File: src/rtl/gate_self_test_ctrl_if.sv
// Gate-unit stimulus/response bus between the self-test controller and the gate unit under test.
interface gate_self_test_ctrl_if;
    logic       a_out;
    logic       b_out;
    logic [6:0] gate_out;

    modport master (
        output a_out,
        output b_out,
        input  gate_out
    );

    modport slave (
        input  a_out,
        input  b_out,
        output gate_out
    );
endinterface

File: src/rtl/gate_self_test_ctrl.sv
// Built-in self-test sequencer for a 2-input gate unit.
// Walks {a,b} = 00..11, lets the unit settle, compares all seven results, and reports the first failure.
module gate_self_test_ctrl #(
    parameter int unsigned SETTLE_CYCLES = 2  // legal range 0..15
) (
    input  logic                         clk,
    input  logic                         rst,
    input  logic                         start,
    gate_self_test_ctrl_if.master        gu,
    output logic                         busy,
    output logic                         done,
    output logic                         pass,
    output logic [2:0]                   err_count,
    output logic [1:0]                   fail_vec,
    output logic [6:0]                   fail_mask
);

    localparam int unsigned CNT_W     = 4;
    localparam int unsigned IDX_W     = 2;
    localparam int unsigned ERR_W     = 3;
    localparam int unsigned NUM_GATES = 7;
    localparam logic [ERR_W-1:0] ERR_MAX  = ERR_W'(4);
    localparam logic [IDX_W-1:0] LAST_IDX = IDX_W'(3);

    typedef enum logic [2:0] {
        IDLE   = 3'd0,
        APPLY  = 3'd1,
        SETTLE = 3'd2,
        CHECK  = 3'd3,
        DONE   = 3'd4
    } state_e;

    state_e                 state_q;
    logic [IDX_W-1:0]       idx_q;
    logic [CNT_W-1:0]       cnt_q;
    logic                   a_q;
    logic                   b_q;
    logic                   busy_q;
    logic                   done_q;
    logic                   pass_q;
    logic [ERR_W-1:0]       err_q;
    logic [IDX_W-1:0]       fvec_q;
    logic [NUM_GATES-1:0]   fmask_q;

    logic [NUM_GATES-1:0]   exp_c;
    logic [NUM_GATES-1:0]   diff_c;

    // Golden gate results for the vector currently on the bus.
    always_comb begin
        exp_c    = '0;
        exp_c[0] = a_q | b_q;
        exp_c[1] = a_q & b_q;
        exp_c[2] = ~a_q;
        exp_c[3] = ~(a_q & b_q);
        exp_c[4] = ~(a_q | b_q);
        exp_c[5] = a_q ^ b_q;
        exp_c[6] = ~(a_q ^ b_q);
        diff_c   = gu.gate_out ^ exp_c;
    end

    always_ff @(posedge clk) begin
        if (rst) begin
            state_q <= IDLE;
            idx_q   <= '0;
            cnt_q   <= '0;
            a_q     <= 1'b0;
            b_q     <= 1'b0;
            busy_q  <= 1'b0;
            done_q  <= 1'b0;
            pass_q  <= 1'b0;
            err_q   <= '0;
            fvec_q  <= '0;
            fmask_q <= '0;
        end else begin
            busy_q <= (state_q == APPLY) || (state_q == SETTLE) || (state_q == CHECK);
            done_q <= 1'b0;
            unique case (state_q)
                IDLE: begin
                    if (start) begin
                        state_q <= APPLY;
                        idx_q   <= '0;
                        pass_q  <= 1'b0;
                        err_q   <= '0;
                        fvec_q  <= '0;
                        fmask_q <= '0;
                    end
                end
                APPLY: begin
                    a_q   <= idx_q[1];
                    b_q   <= idx_q[0];
                    cnt_q <= CNT_W'(SETTLE_CYCLES);
                    state_q <= (SETTLE_CYCLES == 0) ? CHECK : SETTLE;
                end
                SETTLE: begin
                    cnt_q <= cnt_q - CNT_W'(1);
                    if (cnt_q <= CNT_W'(1)) begin
                        state_q <= CHECK;
                    end
                end
                CHECK: begin
                    // Only the first failing vector is captured; later ones just count.
                    if (diff_c != '0) begin
                        if (err_q != ERR_MAX) begin
                            err_q <= err_q + ERR_W'(1);
                        end
                        if (err_q == '0) begin
                            fvec_q  <= {a_q, b_q};
                            fmask_q <= diff_c;
                        end
                    end
                    if (idx_q == LAST_IDX) begin
                        state_q <= DONE;
                    end else begin
                        idx_q   <= idx_q + IDX_W'(1);
                        state_q <= APPLY;
                    end
                end
                DONE: begin
                    done_q  <= 1'b1;
                    pass_q  <= (err_q == '0);
                    a_q     <= 1'b0;
                    b_q     <= 1'b0;
                    state_q <= IDLE;
                end
                default: state_q <= IDLE;
            endcase
        end
    end

    assign gu.a_out  = a_q;
    assign gu.b_out  = b_q;
    assign busy      = busy_q;
    assign done      = done_q;
    assign pass      = pass_q;
    assign err_count = err_q;
    assign fail_vec  = fvec_q;
    assign fail_mask = fmask_q;

endmodule
File: src/flat_wrapper.sv
// flat-port wrapper written by rule: the top's interface ports become plain ports
module gate_self_test_ctrl_flat 
#(
    parameter int unsigned SETTLE_CYCLES = 2                      
)
  (clk, rst, start, busy, done, pass, err_count, fail_vec, fail_mask, gu_a_out, gu_b_out, gu_gate_out);
  gate_self_test_ctrl_if gu_i ();
  input  logic clk;
  input  logic rst;
  input  logic start;
  output logic busy;
  output logic done;
  output logic pass;
  output logic [2:0] err_count;
  output logic [1:0] fail_vec;
  output logic [6:0] fail_mask;
  output wire logic [$bits(gu_i.a_out)-1:0] gu_a_out;
  output wire logic [$bits(gu_i.b_out)-1:0] gu_b_out;
  input wire logic [$bits(gu_i.gate_out)-1:0] gu_gate_out;
  assign gu_a_out = gu_i.a_out;
  assign gu_b_out = gu_i.b_out;
  assign gu_i.gate_out = gu_gate_out;
  gate_self_test_ctrl #(.SETTLE_CYCLES(SETTLE_CYCLES)) u_core (.clk(clk), .rst(rst), .start(start), .gu(gu_i), .busy(busy), .done(done), .pass(pass), .err_count(err_count), .fail_vec(fail_vec), .fail_mask(fail_mask));
endmodule
File: config.mk
export PLATFORM = sky130hd
export DESIGN_NAME = gate_self_test_ctrl_flat
export DESIGN_NICKNAME = d
export VERILOG_FILES = /design/src/rtl/gate_self_test_ctrl_if.sv /design/src/rtl/gate_self_test_ctrl.sv /design/src/flat_wrapper.sv
export SDC_FILE = /design/constraint.sdc
export NUM_CORES = 1
export LEC_CHECK = 0
export CORE_UTILIZATION = 46
export CTS_BUF_LIST = sky130_fd_sc_hd__clkbuf_16
export CTS_CLUSTER_DIAMETER = 30
export CTS_CLUSTER_SIZE = 40
export DETAILED_ROUTE_END_ITERATION = 10
export PLACE_DENSITY = 0.75
export RECOVER_POWER = 50
export SYNTH_ARGS = -nofsm -noshare
export SYNTH_HDL_FRONTEND = slang
export SYNTH_SLANG_ARGS = --single-unit
File: constraint.sdc
create_clock -name clk -period 1.9 [get_ports clk]
set_clock_uncertainty 0.05 [all_clocks]
set_input_delay 0.19 -clock clk [delete_from_list [all_inputs] [get_ports clk]]
set_output_delay 0.19 -clock clk [all_outputs]
set_load 0.01 [all_outputs]
==> run_results.csv <==
group,metric,value,unit
logic_synthesis,avgSynthCellArea,8.23,um^2
logic_synthesis,synthFlopType,"dfxtp_1",
job,drv_cap,0,
clocking,cts_sinks,26,
drt,via_count,1451,
worst_hold_path,min_to,"u_core.fail_mask[2]",
setup_path,startpoint_type,"register",
logic_synthesis,synth_area,0.00141,mm^2
clocking,cts_tree,"done",
setup_path,end_kind,"register",
grt,grt_pass1_wl,6.13,mm
placed_design,io_buffers,26,
die,initial_utilization,49.8,%
setup_path,reg2regPathDepth,7,
worst_hold_path,hold-path-cell-count,2,
clocking,clk_pin_slew,0.07,ns
grt,grt_busiest_layer,"met2",
logic_synthesis,synth_top_cells_by_area,"dfxtp_1 37%, a21oi_1 6.4%, ha_1 6.2%, nand2_1 5.1%, nor2_1 4.0%",
finish,drive_gt1_share,29.8,%
placed_design,dp_hpwl,2.61,mm
sta,period_minus_slack,1.98,ns
sta,finalSetupViolCount,8,
sta,max_freq,505,MHz
grt,grt_usage,24.1,%
finish,fin_area,0.00214,mm^2
finish,utilization,75.7,%
die,die_h,57.3,um
sta,rsz0062_at_grt,"true",
setup_path,crit_buf_inv,1,
setup_path,cpLargestDelayFamily,"simple AND/OR/NAND/NOR gates",
sta,hold_ws,0.405,ns
drt,vias_per_cell,5.67,
finish,area_growth_syn_to_layout,52.1,%
setup_path,path_class,"reg -> reg",
clocking,cts_root_buf,"clkbuf_16",
sta,hold_violations,0,
logic_synthesis,synth_common_cells,"26 x dfxtp_1, 19 x nand2_1, 18 x a21oi_1",
sta,worst_pin_slew,0.357,ns
drt,drtIter0Drc,84,
finish,diodes,0,
setup_path,rrSetupSlack,-0.08,ns
grt,grtUsageMet3,4.08,%
worst_hold_path,hold_class,"reg -> reg",
worst_hold_path,hp-start,"u_core.fail_mask[2]",
logic_synthesis,synth-edff-count,0,
setup_path,cp_cell_sequence,"inv_4 > ha_4 > and3b_1 > a21oi_2 > or3_4 > o211ai_4 > mux2_4",
grt,use_met2,43.4,%
setup_path,r2r_start,"u_core.gu.a_out",
logic_synthesis,yosys_warnings,0,
setup_path,crit_arrival,2.08,ns
setup_path,critical_path_required,2.00,ns
drt,wl_per_cell,15.0,um
grt,first_global_vias,1395,
placed_design,dp.cells,249,
drt,wirelength,3.84,mm
die,core,0.00283,mm^2
drt,dr.pass1.iters,7,
outcome,violations,"DRC, setup timing",
logic_synthesis,ys_types,38,
clocking,htree_levels,1,
finish,fin_cells,256,
logic_synthesis,synth.top_cell.area_share,37.0,%
setup_path,critical_path.max_fanout,4,
clocking,clockBufferDepth,2,
logic_synthesis,syn_inst,171,
drt,drc,1,
setup_path,crit_start,"u_core.gu.a_out",
outcome,status,"finished, violations left",
die,dieArea,0.00329,mm^2
finish,fin_nets,243,
logic_synthesis,synth_area_leader_cell,"dfxtp_1",
die,rows,19,
sta,slew_violations,0,
logic_synthesis,ys_ff_latch,26,
drt,antenna_left,0,
grt,gr-total-overflow,0,
grt,grt_start_max_net_pins,16,
die,dieWidth,57.3,um
placed_design,gp_congestion,0.875,
power,power_leakage,0.883,nW
sta,fin_ws,-0.0798,ns
logic_synthesis,synth_fp_nets,188,
grt,grt_util_met1,29.9,%
placed_design,placed_area,0.00192,mm^2
setup_path,slowest_stage,"or3_4",
sta,setup_tns,-0.278,ns
placed_design,pre_cts_ws,-0.300,ns
clocking,cts_buffers,3,
sta,fin_crit_sh,104,%
setup_path,rr_endpoint,"u_core.err_count[0]",
sta,slew_headroom,76.0,%
power,total_power,1.61,mW
logic_synthesis,seq_area_frac_synth,37.0,%
logic_synthesis,ys_async_sr_fraction,0,%
grt,antenna_found_initial,0,
die,ios,27,
logic_synthesis,synth_most_common_cell,"dfxtp_1",
power,irDropWorstVdd,692,uV
clocking,clk_latency,0.26,ns
setup_path,slowest_delay,0.41,ns
power,power.density,754,mW/mm^2
## metal layers
metal / wire [um] / vias to the layer above
li1: - / 704
met1: 1680 / 706
met2: 1980 / 35
met3: 131 / 6
met4: 51 / 0
met5: 0 / -
## timing repair
item	4_1_cts	5_1_grt
setup buffers	3	0
setup endpoints to repair	10	10
hold buffers	0	0
pin swaps	13	15
gates resized for setup	4	21
## cell type report
type                    count  area (um^2)
flip-flops and latches     26          528
fillers                   198          688
inverters                   9         38.8
clock buffers               4          100
well taps                  31         38.8
multi-input cells         127          927
repair buffers             59          508
## how the worst max path moves through the flow
stage,endpoint,slack [ns],cells past startpoint
after floorplan,u_core.err_count[0],-0.08,7
after global placement,u_core.fail_mask[3],-0.22,7
after detailed placement,u_core.fail_mask[0],-0.30,7
after CTS,u_core.err_count[0],-0.08,7
after global routing,u_core.err_count[0],-0.12,7
final,u_core.err_count[0],-0.08,7
## power breakdown
group	total (mW)	internal (mW)	switching (mW)
sequential	0.602	0.575	0.0270
combinational	0.456	0.215	0.241
clock	0.556	0.366	0.190
## flip-flops by register name, indices dropped and copies added, names as in the netlist
| register | flops |
|---|---|
| u_core.busy | 1 |
| u_core.cnt_q | 4 |
| u_core.done | 1 |
| u_core.err_count | 3 |
| u_core.fail_mask | 7 |
| u_core.fail_vec | 2 |
| u_core.gu.a_out | 1 |
| u_core.gu.b_out | 1 |
| u_core.idx_q | 2 |
| u_core.pass | 1 |
| u_core.state_q | 3 |
## tightest hold or removal path, stage by stage (launching register included)
cell	delay [ns]
dfxtp_1	0.31
nand2_1	0.05
a21oi_1	0.05
## cells in the final DEF (no fill, tap or decap), types with 3 or more instances in the layout
cell             count
buf_4               29
dfxtp_1             24
clkdlybuf4s50_1     16
nor2_1              15
nand2_1             14
a21oi_1             10
dlygate4sd3_1       10
o21ai_0              9
a21oi_2              8
inv_1                7
nor3_1               7
xnor2_1              5
ha_1                 5
or3_4                4
or3_1                4
clkbuf_16            4
nor4_1               3
and3b_1              3
xor2_1               3
nand2_2              3
## logic make-up after synthesis
group | count (synthesis) | share of synthesized area (%)
flops | 26 | 37.0
simple gates | 71 | 26.6
xor+xnor | 8 | 4.98
mux | 2 | 1.51
buf+inv | 18 | 5.42
compound gates | 39 | 18.3
fa+ha+maj | 7 | 6.22
(Power assumes the default switching activity.)
